**config.mk**
```make
export PLATFORM = sky130hd
export DESIGN_NAME = config_bitstream_sequencer
export DESIGN_NICKNAME = d
export VERILOG_FILES = /design/src/rtl/config_seq_pkg.sv /design/src/rtl/config_seq_crc16.sv /design/src/rtl/config_bitstream_sequencer.sv
export SDC_FILE = /design/constraint.sdc
export NUM_CORES = 1
export LEC_CHECK = 0
export CAP_MARGIN = 20
export CORE_MARGIN = 8
export CORE_UTILIZATION = 35
export DETAILED_ROUTE_END_ITERATION = 8
export PLACE_DENSITY = 0.68
export RECOVER_POWER = 25
export SYNTH_ARGS = -nofsm -noshare
export SYNTH_HDL_FRONTEND = slang
export SYNTH_HIERARCHICAL = 1
export SYNTH_SLANG_ARGS = --single-unit
```
**constraint.sdc**
```tcl
create_clock -name clk -period 3.6 [get_ports clk]
set_input_delay 0.72 -clock clk [delete_from_list [all_inputs] [get_ports clk]]
set_output_delay 0.72 -clock clk [all_outputs]
set_load 0.03 [all_outputs]
```
**src/rtl/config_seq_pkg.sv**
```systemverilog
// Shared types and constants for the configuration bitstream sequencer.
package config_seq_pkg;

  typedef enum logic [2:0] {
    IDLE      = 3'd0,
    LOAD      = 3'd1,
    WAIT_DONE = 3'd2,
    DONE      = 3'd3,
    ERROR     = 3'd4
  } seq_state_t;

  localparam logic [15:0] CRC_POLY = 16'h1021;
  localparam logic [15:0] CRC_INIT = 16'hFFFF;

  // Each stage takes 2^lutsize writes.
  function automatic int calc_total(input int lutsize, input int stages);
    return stages << lutsize;
  endfunction

endpackage

```
**src/rtl/config_seq_crc16.sv**
```systemverilog
// CRC-16-CCITT accumulator: one WIDTH-bit word per enabled cycle, fed MSB-first.
module config_seq_crc16
  import config_seq_pkg::*;
#(
  parameter int WIDTH = 32
) (
  input  logic             clk,
  input  logic             reset,
  input  logic             clear,
  input  logic             enable,
  input  logic [WIDTH-1:0] data,
  output logic [15:0]      crc
);

  function automatic logic [15:0] crc_next(input logic [15:0] c, input logic [WIDTH-1:0] d);
    logic [15:0] r;
    r = c;
    for (int i = WIDTH - 1; i >= 0; i--) begin
      if (r[15] ^ d[i]) r = {r[14:0], 1'b0} ^ CRC_POLY;
      else              r = {r[14:0], 1'b0};
    end
    return r;
  endfunction

  always_ff @(posedge clk) begin
    if (reset || clear) crc <= CRC_INIT;
    else if (enable)    crc <= crc_next(crc, data);
  end

endmodule

```
**src/rtl/config_bitstream_sequencer.sv**
```systemverilog
// Streams configuration words from a valid/ready source into the configuration
// controller, then waits for its done. CONFIG_SEQ_CRC_EN adds a CRC-16 trailer check.
//   state     | meaning
//   IDLE      | after reset, waiting for start
//   LOAD      | accepting words, one controller write per data word
//   WAIT_DONE | all writes issued, timing cfg_done
//   DONE      | controller reported done
//   ERROR     | abort, early done, timeout or CRC mismatch
`ifndef ZUMA_LUT_SIZE
`define ZUMA_LUT_SIZE 2
`endif
`ifndef NUM_CONFIG_STAGES
`define NUM_CONFIG_STAGES 3
`endif
`ifndef CONFIG_WIDTH
`define CONFIG_WIDTH 32
`endif

module config_bitstream_sequencer
  import config_seq_pkg::*;
#(
  parameter int LUTSIZE      = `ZUMA_LUT_SIZE,
  parameter int STAGES       = `NUM_CONFIG_STAGES,
  parameter int WIDTH        = `CONFIG_WIDTH,
  parameter int DONE_TIMEOUT = 64,
  parameter int CNT_W        = 20
) (
  input  logic             clk,
  input  logic             reset,
  input  logic             start,
  input  logic             abort,
  input  logic [WIDTH-1:0] s_data,
  input  logic             s_valid,
  output logic             s_ready,
  output logic             cfg_wren,
  output logic [31:0]      cfg_addr,
  output logic [WIDTH-1:0] cfg_data,
  input  logic             cfg_done,
  output logic             busy,
  output logic             done,
  output logic             error,
  output logic [CNT_W-1:0] words_written
`ifdef CONFIG_SEQ_CRC_EN
  ,
  output logic             crc_fail
`endif
);

  localparam int                 TOTAL    = calc_total(LUTSIZE, STAGES);
  localparam logic [CNT_W-1:0]   TOTAL_C  = CNT_W'(TOTAL);
  localparam logic [CNT_W-1:0]   LAST_C   = CNT_W'(TOTAL - 1);
  localparam int                 TMR_W    = $clog2(DONE_TIMEOUT);
  localparam logic [TMR_W-1:0]   TMR_LOAD = TMR_W'(DONE_TIMEOUT - 1);

  seq_state_t       state, state_nxt;
  logic [TMR_W-1:0] timer;
  logic             first_wr;
  logic             data_left;
  logic             start_ok;
  logic             accept_data;
`ifdef CONFIG_SEQ_CRC_EN
  logic [15:0]      crc;
  logic             crc_bad;
`endif

  assign data_left = words_written < TOTAL_C;
  // abort masks a simultaneous start; start is only honoured outside a load
  assign start_ok  = start && !abort && (state == IDLE || state == DONE || state == ERROR);

  assign busy  = (state == LOAD) || (state == WAIT_DONE);
  assign done  = (state == DONE);
  assign error = (state == ERROR);

  always_ff @(posedge clk) begin
    if (reset) state <= IDLE;
    else       state <= state_nxt;
  end

  always_comb begin
    state_nxt   = state;
    s_ready     = 1'b0;
    accept_data = 1'b0;
`ifdef CONFIG_SEQ_CRC_EN
    crc_bad     = 1'b0;
`endif
    case (state)
      IDLE, DONE, ERROR: begin
        if (start_ok) state_nxt = LOAD;
      end
      LOAD: begin
        // abort and early done both refuse the word offered this cycle
        if (abort || cfg_done) begin
          state_nxt = ERROR;
        end else begin
`ifdef CONFIG_SEQ_CRC_EN
          s_ready = 1'b1;
`else
          s_ready = data_left;
`endif
          if (s_valid && s_ready) begin
            if (data_left) begin
              accept_data = 1'b1;
`ifndef CONFIG_SEQ_CRC_EN
              if (words_written == LAST_C) state_nxt = WAIT_DONE;
`endif
            end
`ifdef CONFIG_SEQ_CRC_EN
            else if (s_data[15:0] != crc) begin
              crc_bad   = 1'b1;
              state_nxt = ERROR;
            end else begin
              state_nxt = WAIT_DONE;
            end
`endif
          end
        end
      end
      WAIT_DONE: begin
        if (abort)               state_nxt = ERROR;
        else if (cfg_done)       state_nxt = DONE;
        else if (timer == '0)    state_nxt = ERROR;
      end
      default: state_nxt = IDLE;
    endcase
  end

  always_ff @(posedge clk) begin
    if (reset) begin
      timer         <= '0;
      words_written <= '0;
      first_wr      <= 1'b0;
      cfg_wren      <= 1'b0;
      cfg_addr      <= '0;
      cfg_data      <= '0;
    end else begin
      cfg_wren <= accept_data;
      cfg_addr <= (accept_data && first_wr) ? 32'd1 : 32'd0;
      if (accept_data) cfg_data <= s_data;

      if (start_ok) begin
        words_written <= '0;
        first_wr      <= 1'b1;
      end else if (accept_data) begin
        words_written <= words_written + 1'b1;
        first_wr      <= 1'b0;
      end

      // timer counts down through WAIT_DONE; zero in WAIT_DONE is the last allowed cycle
      if (state_nxt == WAIT_DONE && state != WAIT_DONE) timer <= TMR_LOAD;
      else if (state == WAIT_DONE && timer != '0)       timer <= timer - 1'b1;
    end
  end

`ifdef CONFIG_SEQ_CRC_EN
  config_seq_crc16 #(
    .WIDTH(WIDTH)
  ) u_crc (
    .clk    (clk),
    .reset  (reset),
    .clear  (start_ok),
    .enable (accept_data),
    .data   (s_data),
    .crc    (crc)
  );

  always_ff @(posedge clk) begin
    if (reset)         crc_fail <= 1'b0;
    else if (start_ok) crc_fail <= 1'b0;
    else if (crc_bad)  crc_fail <= 1'b1;
  end
`endif

endmodule

```
# == Word level (Yosys, flattened, before mapping) ==
# Cells that the tools add are included.
# word_totals
regBits,95
latch_bits,0
mem_bits_rw,0
mem_bits_ro,0
input_bits,38
output_inout_bits,89
word_cells,55
mem_count,0
# classes
add_sub_neg,2
multipliers,0
div,0
n_lt_le_gt_ge,1
eq_ne,7
shift,0
mux,20
bitwise_logic,0
n_reduce_logical,18
# op_table
cell,n
3-bit two-way mux,8
"20-bit by 1-bit adder with 20-bit output, second input constant",1
"20-bit by 4-bit equality test with 1-bit output, second input constant",1
"20-bit by 4-bit less-than comparator with 1-bit output, second input constant",1
6-bit two-way mux,2
"3-bit by 2-bit equality test with 1-bit output, second input constant",3
1-bit two-way mux,9
3-bit case mux with 3 select lines,1
1-bit logical AND,6
6-bit logical NOT,1
6-bit nonzero test,1
"6-bit by 1-bit subtractor with 6-bit output, second input constant",1
1-bit logical OR,4
2-bit nonzero test,2
"3-bit by 1-bit equality test with 1-bit output, second input constant",1
"3-bit equality test, second input constant",1
3-bit logical NOT,1
"3-bit by 2-bit != test with 1-bit output, second input constant",1
3-bit OR reduction,1
2-bit OR reduction,1
1-bit logical NOT,1

# == Longest topological paths before layout ==
# Gate-level depths: netlist (run 1).
# logic_depth
ltp_word,9
ltp_mapped,7
depth_no_buf,6

# == Worst setup path after synthesis (run 1) ==
# Ideal clock, no wire load.
# synth_path
path_kind,register to output
startpoint,register words_written[4]
endpoint,output s_ready
arrival_ps,2115
t_required_ps,2880
path_slack_ps,765
stages_incl_launch_ff,6
path_buffers,2
path_cell_list,dfxtp_1 -> or4_4 -> or3_1 -> buf_2 -> buf_2 -> nor2_1
# synth_between
elab_chain_cells,3
# synth_rtl
item,line,source
from (decl),config_bitstream_sequencer.sv:42,output logic [CNT_W-1:0] words_written
from (signal assigned),config_bitstream_sequencer.sv:144,words_written <= words_written + 1'b1;
20-bit by 4-bit less-than comparator with 1-bit output,config_bitstream_sequencer.sv:66,assign data_left = words_written < TOTAL_C;
1-bit two-way mux,config_bitstream_sequencer.sv:92,if (abort || cfg_done) begin
1-bit two-way mux,config_bitstream_sequencer.sv:86,case (state)
to (decl),config_bitstream_sequencer.sv:34,"output logic s_ready,"
# Every way passes these cells.

# == Worst setup path after layout (run 1) ==
# layout_path
startpoint,input cfg_done
endpoint,output s_ready
# layout_between
elab_chain_cells,3
# layout_rtl
item,line,source
from (decl),config_bitstream_sequencer.sv:38,"input logic cfg_done,"
1-bit logical OR,config_bitstream_sequencer.sv:92,
1-bit two-way mux,config_bitstream_sequencer.sv:92,
1-bit two-way mux,config_bitstream_sequencer.sv:86,
# Every way passes these cells.

==> results of run 1 <==
## cells in the mapped netlist, drive strengths merged (2+ instances only)
master,n
a21oi,41
a31oi,5
and2,17
buf,39
clkbuf,24
dfxtp,64
ha,3
inv,3
nand2,7
nand2b,4
nand3,2
nand4,33
nand4b,2
nor2,10
nor2b,3
nor3,2
nor3b,2
nor4bb,2
o21ai,5
o31ai,36
or3,6
or4,5
xnor2,2
## power groups by stage
stage          clock network (W)  logic [W]  registers [W]
3_3_place_gp                   0   0.000152       0.000734
5_1_grt                 0.000623   0.000164       0.000718
3_5_place_dp                   0   0.000153       0.000734
6_report                0.000565   0.000154       0.000718
2_1_floorplan                  0   0.000113       0.000737
4_1_cts                 0.000583   0.000153       0.000718
## how the worst max path moves through the flow
stage	start	depth (start not counted)	slack [ps]	endpoint
after floorplan	words_written[4]$_SDFFE_PP0P_	5	770	s_ready
after global routing	cfg_done	5	450	s_ready
final	cfg_done	5	610	s_ready
after CTS	words_written[16]$_SDFFE_PP0P_	5	650	s_ready
after global placement	cfg_done	5	680	s_ready
after detailed placement	cfg_done	6	640	words_written[2]$_SDFFE_PP0P_
## sequential cells by signal (all words and copies together) (netlist names)
signal         cells
words_written     20
cfg_data          32
cfg_addr           1
first_wr           1
cfg_wren           1
timer              6
state              3
## per-layer routing
metal  GRT usage (%)  share of wire [%]  vias to the layer above
li1                -                  -                     1330
met1           18.10                 45                     1279
met2           21.62                 45                       95
met3           4.850                8.4                        9
met4           6.145                1.5                        0
met5               0                  0                        -
## worst max-delay path: cells and delay by family
kind	cells	cell delay [ps]
buffers and inverters	2	650
AND/OR/NAND/NOR	3	900
## cell type report
cell class                 instances  area, um^2
clock buffer                       9       123.9
clock inverter                     5       50.05
fill                             786        4195
inverter                           4       15.01
multi-input combinational        233        1413
sequential                        64        1281
tap                              105       131.4
timing repair buffer             104        1007
## cells by family after synthesis
| logic type | after synthesis |
|---|---|
| fa+ha+maj | 3 |
| buf+inv | 67 |
| flops | 64 |
| xor+xnor | 3 |
| other cells | 1 |
| mux | 2 |
| simple gates | 101 |
| compound gates | 93 |
## through the flow
stage	area, um^2	utilization [%]	setup slack (ps)	cells
4_1_cts	4025	48.99	647.6	524
3_3_place_gp	3851	46.87	684.3	510
6_report	4021	48.94	614.0	524
3_5_place_dp	3851	46.87	641.6	510
2_1_floorplan	3064	-	765.0	364
5_1_grt	4021	48.94	451.2	524
==> summary.md, run 1 <==
| Metric | Value |
|---|---|
| Post-synthesis adder-cell area fraction | 1.272% |
| Top_reg_cell synth | dfxtp_1 |
| Post-layout min period | 2986 ps |
| Final slew viol count | 0 |
| Worst setup SP type | primary input |
| Most frequent cells in the layout | clkdlybuf4s50_1, dfxtp_1, a21oi_1 |
| Most common cell after layout, fill and taps aside | clkdlybuf4s50_1 |
| FF-to-FF Start | words_written[16]$_SDFFE_PP0P_ |
| Part of the power in the clock network | 39.3% |
| Crit path largest cell delay | 550 ps |
| Routed wire length per instance | 16.25 um |
| Share of post-route cells with drive strength above 1 | 7.160% |
| Share of the synthesized area in the top cell type | 43.41% |
| GRT Util Overall | 14.33% |
| Critical-path top delay cell | nor4b_1 |
| Crit path DAT | 2270 ps |
| Post-Route Setup TNS | 0 ps |
| Worst R2R Path Depth | 5 |
| Die height | 107.8 um |
| Crit-path cells | clkdlybuf4s50_1, nor4b_1, nand4b_1, nor2_1, buf_4 |
| FF-to-FF End | cfg_data[14]$_SDFFE_PP0P_ |
| Synth top area cells | dfxtp_1, o31ai_1, buf_4 |
| Max cap viols | 0 |
| DIE AREA | 11630 um^2 |
| Status | finished, final reports clean |
| Largest net degree at the start of global routing | 47 |
| Num ports | 127 |
| Mux cell area share after synthesis | 0.7206% |
| Crit. End Element | output port |
| Hold Crit Start | cfg_data[13]$_SDFFE_PP0P_ |
| Vias/cell | 5.177 |
| RSZ-0062 raised after global routing | false |
| Switching Share | 25.25% |
| Post-synthesis cell type count | 44 |
| Number of detailed-routing iterations run before antenna repair | 4 |
| Critical Path RT | 2880 ps |
| Post-Syn Area per Cell | 8.837 um^2 |
| Hold Path Stages | 2 |
| Synth Area in Simple Gates | 21.15% |
| Antenna violations before repair | 0 |
| Initial core utilization | 35.92% |
| Vias in the first global route | 2686 |
| Setup violations, final | 0 |
| Row count | 33 |
| CP Class | primary input to output port |
| Compound-Gate Fraction of Synth Area | 19.71% |
| Slew margin rel. | 40.90% |
| Hold Path Class | register to register |
| Final Wtd Congestion | 0.7732 |
| Post-Syn Instances | 334 |
| Post-synth EDFFs | 0 |
| Clock transition at path regs | 60 ps |
| Sequential share of power | 50.0% |
| Combinational power share | 10.7% |
| Worst vdd ir | 0.0001709 V |
| # Post-CTS Setup Buffers | 0 |
| Register area share after synthesis | 43.41% |
| Total gr overflow | 0 |
| Area leader, netlist | dfxtp_1 |
| Final hold vios | 0 |
| # nets final | 457 |
| Xor-xnor portion of the synthesized cell area | 0.8902% |
| Crit Path Max Fanout | 4 |
| Final period utilization | 82.95% |
| Clk buf depth | 2 |
| FMAX | 334.9 MHz |
| TritonCTS buffer count | 9 |
| Largest family of logic cells by synthesized area | simple AND/OR/NAND/NOR gates |
| Vias | 2713 |
| Overall power | 0.001437 W |
| Post-synthesis async set-or-reset flop share | 0% |
| H-tree levels | 3 |
| Synth-to-layout area growth | 36.24% |
| Synthesized area | 2952 um^2 |
| Internal Power | 0.001074 W |
| Number of synthesis warnings | 6 |
| Detail Placement HPWL | 5.861 mm |
| First-pass GRT wire length | 13.54 mm |
| Pwr/cell area | 357.3 nW/um^2 |
| CTS root buffer | clkbuf_8 |
| Hold Path Sink | cfg_data[13]$_SDFFE_PP0P_ |
| Reg-to-reg slack, setup | 1210 ps |
| Final wirelength | 8.517 mm |
| Hold_ws | 464.5 ps |
| Clk sinks | 64 |
| Antenna cells | 0 |
| CTS resizes | 0 |
| CTS tree | yes |
| Net Sw Power | 0.0003627 W |
| Leakage power | 1.469 nW |
| Worst Max-Slew Pin Slew | 881.7 ps |
| Initial DRC Count | 191 |
| IO buf count | 95 |
| Hold-fix buffers, CTS | 0 |
| Antenna-violating nets left | 0 |
| Setup Skew | 7.756 ps |
| Die X | 107.8 um |
| Clk_lat worst skew | 320 ps |
| Seq cells post-synth | 64 |
| Drt drc | 0 |
| Core ar. | 8217 um^2 |
Power figures use the tool's default switching activity.
==> run 2, diff against run 1 <==
--- a/config.mk
+++ b/config.mk
@@ -9,7 +9,7 @@
 export CORE_MARGIN = 8
 export CORE_UTILIZATION = 35
 export DETAILED_ROUTE_END_ITERATION = 8
-export PLACE_DENSITY = 0.68
+export PLACE_DENSITY = 0.71
 export RECOVER_POWER = 25
 export SYNTH_ARGS = -nofsm -noshare
 export SYNTH_HDL_FRONTEND = slang
==> constraint.sdc (replaced) <==
create_clock -name clk -period 2.7 [get_ports clk]
set_input_delay 0.54 -clock clk [delete_from_list [all_inputs] [get_ports clk]]
set_output_delay 0.54 -clock clk [all_outputs]
set_load 0.03 [all_outputs]
==> summary.md, run 2 (same netlist as run 1, synthesis figures left out) <==
| Metric | Value |
|---|---|
| GRT Util Overall | 14.20% (was 14.33%) |
| Crit Path Max Fanout | 5 (was 4) |
| Worst R2R Path Depth | 5 (unchanged) |
| Die X | 107.8 um (unchanged) |
| Total gr overflow | 0 (unchanged) |
| Crit. End Element | output port (unchanged) |
| Reg-to-reg slack, setup | 610 ps (was 1210 ps) |
| Slew margin rel. | 56.30% (was 40.90%) |
| Critical-path top delay cell | clkdlybuf4s50_1 (was nor4b_1) |
| Worst Setup Slack, final | 170.7 ps (was 614.0 ps) |
| Pwr/cell area | 502.0 nW/um^2 (was 357.3 nW/um^2) |
| Top reg by flops | cfg_data (unchanged) |
| Fillers | 792 (was 786) |
| Final wirelength | 8.652 mm (was 8.517 mm) |
| Detail Placement HPWL | 6.202 mm (was 5.861 mm) |
| Largest register FFs | 32 (unchanged) |
| Worst Max-Slew Pin Slew | 655.6 ps (was 881.7 ps) |
| Most common cell after layout, fill and taps aside | clkdlybuf4s50_1 (unchanged) |
| Clk_lat worst skew | 320 ps (about the same) |
| Initial core utilization | 35.92% (unchanged) |
| Antenna violations before repair | 0 (unchanged) |
| Die height | 107.8 um (unchanged) |
| CTS root buffer | clkbuf_8 (unchanged) |
| First-pass GRT wire length | 13.45 mm (was 13.54 mm) |
| Initial DRC Count | 164 (was 191) |
| Register Area | 1281 um^2 (unchanged) |
| Critical Path RT | 2160 ps (was 2880 ps) |
| Hold-fix buffers, CTS | 0 (unchanged) |
| Largest net degree at the start of global routing | 39 (was 47) |
| Delay-heaviest family, CP | simple AND/OR/NAND/NOR gates (unchanged) |
| Max cap viols | 0 (unchanged) |
| Hold Path Stages | 2 (unchanged) |
| Crit path DAT | 1990 ps (was 2270 ps) |
| Clk sinks | 64 (unchanged) |
| CTS tree | yes (unchanged) |
| Crit-path cells | clkdlybuf4s50_1, nor4b_2, nand4b_1, nor2_1, buf_4 (was clkdlybuf4s50_1, nor4b_1, nand4b_1, nor2_1, buf_4) |
| Crit path largest cell delay | 480 ps (was 550 ps) |
| Worst vdd ir | 0.0003327 V (was 0.0001709 V) |
| Clk buf depth | 2 (unchanged) |
| Status | finished, final reports clean (unchanged) |
| Worst setup SP type | primary input (unchanged) |
| H-tree levels | 3 (unchanged) |
| Num ports | 127 (unchanged) |
| Largest registers | cfg_data (32), words_written (20), timer (6) (unchanged) |
| Vias/cell | 5.147 (was 5.177) |
| CP Class | primary input to output port (unchanged) |
| Drt drc | 0 (unchanged) |
| Number of detailed-routing iterations run before antenna repair | 4 (unchanged) |
| Setup violations, final | 0 (unchanged) |
| Hold Path Class | register to register (unchanged) |
| Post-layout min period | 2529 ps |
| # nets final | 464 (was 457) |
| Synth-to-layout area growth | 39.85% (was 36.24%) |
| Final slew viol count | 0 (unchanged) |
| Post-placement setup slack | 87.74 ps (was 641.6 ps) |
| Row count | 33 (unchanged) |
| Leakage power | 1.513 nW (was 1.469 nW) |
| FF-to-FF Start | words_written[4]$_SDFFE_PP0P_ (was words_written[16]$_SDFFE_PP0P_) |
| Antenna cells | 0 (unchanged) |
| Hold Path Sink | cfg_data[10]$_SDFFE_PP0P_ (was cfg_data[13]$_SDFFE_PP0P_) |
| Area of the multi-input gates | 1424 um^2 (was 1413 um^2) |
| Vias in the first global route | 2643 (was 2686) |
| IO buf count | 95 (unchanged) |
| Final hold vios | 0 (unchanged) |
| FF-to-FF End | state[0]$_SDFF_PP0_ (was cfg_data[14]$_SDFFE_PP0P_) |
| Vias | 2738 (was 2713) |
| Core ar. | 8217 um^2 (unchanged) |
| TritonCTS buffer count | 9 (unchanged) |
| FMAX | 395.4 MHz |
| RSZ-0062 raised after global routing | false (unchanged) |
| Final Wtd Congestion | 0.8300 (was 0.7732) |
| Share of post-route cells with drive strength above 1 | 8.899% (was 7.160%) |
| Setup Skew | 12.00 ps (was 7.756 ps) |
| CTS resizes | 0 (unchanged) |
| Most frequent cells in the layout | clkdlybuf4s50_1, dfxtp_1, a21oi_1 (unchanged) |
| Worst path bufs/invs | 2 (unchanged) |
| # Post-CTS Setup Buffers | 0 (unchanged) |
| DIE AREA | 11630 um^2 (unchanged) |
| Antenna-violating nets left | 0 (unchanged) |
| Final period utilization | 93.68% |
| Post-Route Setup TNS | 0 ps (unchanged) |
| Routed wire length per instance | 16.26 um (was 16.25 um) |
| Hold Crit Start | cfg_data[10]$_SDFFE_PP0P_ (was cfg_data[13]$_SDFFE_PP0P_) |
| Clock transition at path regs | 70 ps (was 60 ps) |
[run 2: cell types whose count changed in the layout (fill, tap and decap cells not counted), moves of 2 or more]
cell,delta
buf_4,+6
and2_0,+3
and2_1,-3
clkinv_2,-3
clkbuf_1,+2
clkbuf_8,+2
[run 2: worst reg2reg max path, cell delays in order, from the launching register on]
cell	delay (ps)
dfxtp_1	330
or4_4	570
or3_4	450
buf_4	230
o31ai_1	270
a31oi_1	120
[run 2: per-layer routing]
metal  part of all wire, %  track usage, %
met1                    43           17.37
met2                    47           22.06
met3                   9.9           5.269
met4                  0.64           5.550
met5                     0               0
[run 2: cell type report]
| type | instances | area share [%] |
|---|---|---|
| clock buffer | 12 | 3.759 |
| clock inverter | 3 | 1.576 |
| inverter | 4 | 0.3637 |
| multi-input combinational | 233 | 34.50 |
| sequential | 64 | 31.04 |
| tap | 105 | 3.183 |
| timing repair buffer | 111 | 25.58 |
[run 2: how the worst max path moves through the flow]
stage | cells after the start | startpoint | slack (ps) | to
6_report | 5 | cfg_done | 170 | s_ready
2_1_floorplan | 5 | words_written[4]$_SDFFE_PP0P_ | 50 | s_ready
4_1_cts | 5 | cfg_done | 80 | s_ready
3_3_place_gp | 5 | cfg_done | 90 | s_ready
5_1_grt | 5 | cfg_done | 60 | s_ready
3_5_place_dp | 5 | cfg_done | 90 | s_ready
[run 2: where the power goes]
group          internal, W  switching (W)
logic            0.0000754       0.000133
clock network     0.000565       0.000341
registers         0.000950     0.00000725
total              0.00159       0.000482
[run 2: per-stage QoR]
stage | hold WS (ps) | util, % | cell area (um^2) | cells | total power (W)
finish | 463.2 | 50.24 | 4128 | 532 | 0.002072
global route | 475.2 | 50.24 | 4128 | 532 | 0.002156
CTS | 467.0 | 50.19 | 4124 | 532 | 0.002096
detailed placement | 456.8 | 47.51 | 3904 | 517 | 0.001187
global placement | 450.9 | 47.51 | 3904 | 517 | 0.001186
floorplan | 443.5 | - | 3064 | 364 | 0.001132
==> run 3, diff against run 2 <==
--- a/config.mk
+++ b/config.mk
@@ -6,7 +6,6 @@
 export NUM_CORES = 1
 export LEC_CHECK = 0
 export CAP_MARGIN = 20
-export CORE_MARGIN = 8
 export CORE_UTILIZATION = 35
 export DETAILED_ROUTE_END_ITERATION = 8
 export PLACE_DENSITY = 0.71
==> summary.md, run 3 (same netlist as run 1, synthesis figures left out) <==
| Metric | Value |
|---|---|
| Fillers | 764 (was 792) |
| Max cap viols | 0 (unchanged) |
| Clock transition at path regs | 70 ps (about the same) |
| Num ports | 127 (unchanged) |
| Crit Path Max Fanout | 4 (was 5) |
| Final Core Density | 50.32% (was 50.24%) |
| Final Wtd Congestion | 0.8544 (was 0.8300) |
| Clk sinks | 64 (unchanged) |
| Crit path DAT | 2030 ps (was 1990 ps) |
| Delay-heaviest family, CP | simple AND/OR/NAND/NOR gates (unchanged) |
| Vias in the first global route | 2480 (was 2643) |
| # nets final | 465 (was 464) |
| Crit path largest cell delay | 570 ps (was 480 ps) |
| Final hold vios | 0 (unchanged) |
| Final period utilization | 95.16% (was 93.68%) |
| Pwr/cell area | 474.2 nW/um^2 (was 502.0 nW/um^2) |
| H-tree levels | 3 (unchanged) |
| Final slew viol count | 0 (unchanged) |
| Post-layout min period | 2569 ps (was 2529 ps) |
| Synth-to-layout area growth | 39.38% (was 39.85%) |
| Detail Placement HPWL | 5.260 mm (was 6.202 mm) |
| Critical Path RT | 2160 ps (about the same) |
| Share of post-route cells with drive strength above 1 | 8.879% (was 8.899%) |
| TritonCTS buffer count | 9 (unchanged) |
| Die height | 93.83 um (was 107.8 um) |
| Most common cell after layout, fill and taps aside | clkdlybuf4s50_1 (unchanged) |
| Antenna violations before repair | 0 (unchanged) |
| First-pass GRT wire length | 12.10 mm (was 13.45 mm) |
| Setup violations, final | 0 (unchanged) |
| Top reg by flops | cfg_data (unchanged) |
| Worst path bufs/invs | 1 (was 2) |
| Crit-path cells | or4_4, or3_1, nor2_1, buf_4 (was clkdlybuf4s50_1, nor4b_2, nand4b_1, nor2_1, buf_4) |
| CP Class | register to output port (was primary input to output port) |
| Post-placement setup slack | -22.34 ps (was 87.74 ps) |
| Total gr overflow | 0 (unchanged) |
| Clk_lat worst skew | 330 ps (was 320 ps) |
| RSZ-0062 raised after global routing | false (unchanged) |
| Worst Setup Slack, final | 130.6 ps (was 170.7 ps) |
| Final wirelength | 7.593 mm (was 8.652 mm) |
| Initial DRC Count | 199 (was 164) |
| Worst vdd ir | 0.0002546 V (was 0.0003327 V) |
| Largest net degree at the start of global routing | 46 (was 39) |
| Worst Max-Slew Pin Slew | 679.4 ps (was 655.6 ps) |
| Largest register FFs | 32 (unchanged) |
| Final Non-Filler Cells | 533 (was 532) |
| Antenna cells | 0 (unchanged) |
| Hold Path Class | register to register (unchanged) |
| Number of detailed-routing iterations run before antenna repair | 4 (unchanged) |
| Initial core utilization | 36.10% (was 35.92%) |
| Row count | 33 (unchanged) |
| Largest registers | cfg_data (32), words_written (20), timer (6) (unchanged) |
| GRT Util Overall | 17.33% (was 14.20%) |
| Most frequent cells in the layout | clkdlybuf4s50_1, dfxtp_1, a21oi_1 (unchanged) |
| Vias/cell | 5.208 (was 5.147) |
| Slew margin rel. | 54.71% (was 56.30%) |
| Drt drc | 0 (unchanged) |
| Status | finished, final reports clean (unchanged) |
| Clk buf depth | 2 (unchanged) |
| Leakage power | 1.512 nW (was 1.513 nW) |
| Core ar. | 8175 um^2 (was 8217 um^2) |
| Critical-path top delay cell | or4_4 (was clkdlybuf4s50_1) |
| Die X | 93.83 um (was 107.8 um) |
| IO buf count | 95 (unchanged) |
| CTS tree | yes (unchanged) |
| Setup Skew | 6.647 ps (was 12.00 ps) |
| DIE AREA | 8804 um^2 (was 11630 um^2) |
| Vias | 2776 (was 2738) |
| Crit. End Element | output port (unchanged) |
| FMAX | 389.2 MHz (was 395.4 MHz) |
| Cells after DPL | 517 (unchanged) |
| Post-Route Setup TNS | 0 ps (unchanged) |
| Overall power | 0.001951 W (was 0.002072 W) |
| CTS root buffer | clkbuf_8 (unchanged) |
| Worst setup SP type | register (was primary input) |
| Antenna-violating nets left | 0 (unchanged) |
| Routed wire length per instance | 14.25 um (was 16.26 um) |
-- run 3: cell types whose count changed in the layout (fill, tap and decap cells not counted), sizes merged --
cell / previous run / this run
clkinvlp: 0 / 1
buf: 16 / 18
clkbuf: 14 / 13
bufinv: 2 / 1
-- run 3: stage by stage --
| step | hold slack, ps | instance area [um^2] |
|---|---|---|
| detailed placement | 461.4 | 3916 |
| CTS | 470.8 | 4110 |
| global route | 486.1 | 4114 |
| global placement | 449.6 | 3916 |
| finish | 466.8 | 4114 |
| floorplan | 443.5 | 3064 |
-- run 3: path summary, 6_finish.rpt --
| path | to | startpoint | cells after the start | slack, ps |
|---|---|---|---|---|
| worst max-delay path | s_ready | words_written[4]$_SDFFE_PP0P_ | 4 | 130 |
| worst min-delay path | cfg_data[24]$_SDFFE_PP0P_ | cfg_data[24]$_SDFFE_PP0P_ | 2 | 470 |
| worst max register to register | words_written[0]$_SDFFE_PP0P_ | words_written[4]$_SDFFE_PP0P_ | 5 | 490 |
| worst min register to register | cfg_data[24]$_SDFFE_PP0P_ | cfg_data[24]$_SDFFE_PP0P_ | 2 | 470 |
-- run 3: layer usage --
layer / wire [um] / GRT usage [%]
met5: 0 / 0
met4: 116 / 6.923
met3: 542 / 3.398
met2: 3508 / 27.25
met1: 3426 / 23.17
-- run 3: where the power goes --
group	leakage [nW]	internal, W	switching [W]	total, W
clock network	0.0925	0.000446	0.000338	0.000784
registers	0.516	0.000950	0.00000703	0.000957
logic	0.904	0.0000776	0.000132	0.000209
total	1.51	0.00147	0.000477	0.00195
-- run 3: worst min-delay path, stage by stage (launching register included) --
cell and delay, ps:
dfxtp_1 310, o31ai_1 60, a21oi_1 50
-- run 3: what timing repair did --
item	in CTS	in global routing
pin swaps	0	1
setup endpoints to repair	1	1
buffers inserted	0	1
gates resized for setup	1	0
hold buffers	0	0
-- run 3: final cells by class --
type,count,area (um^2),share of cell area (%)
clock buffers,12,145.1,3.528
repair buffers,112,1080,26.25
multi-input cells,233,1419,34.49
inverters,4,15.01,0.3650
well taps,105,131.4,3.193
flip-flops and latches,64,1281,31.14
clock inverters,3,42.54,1.034
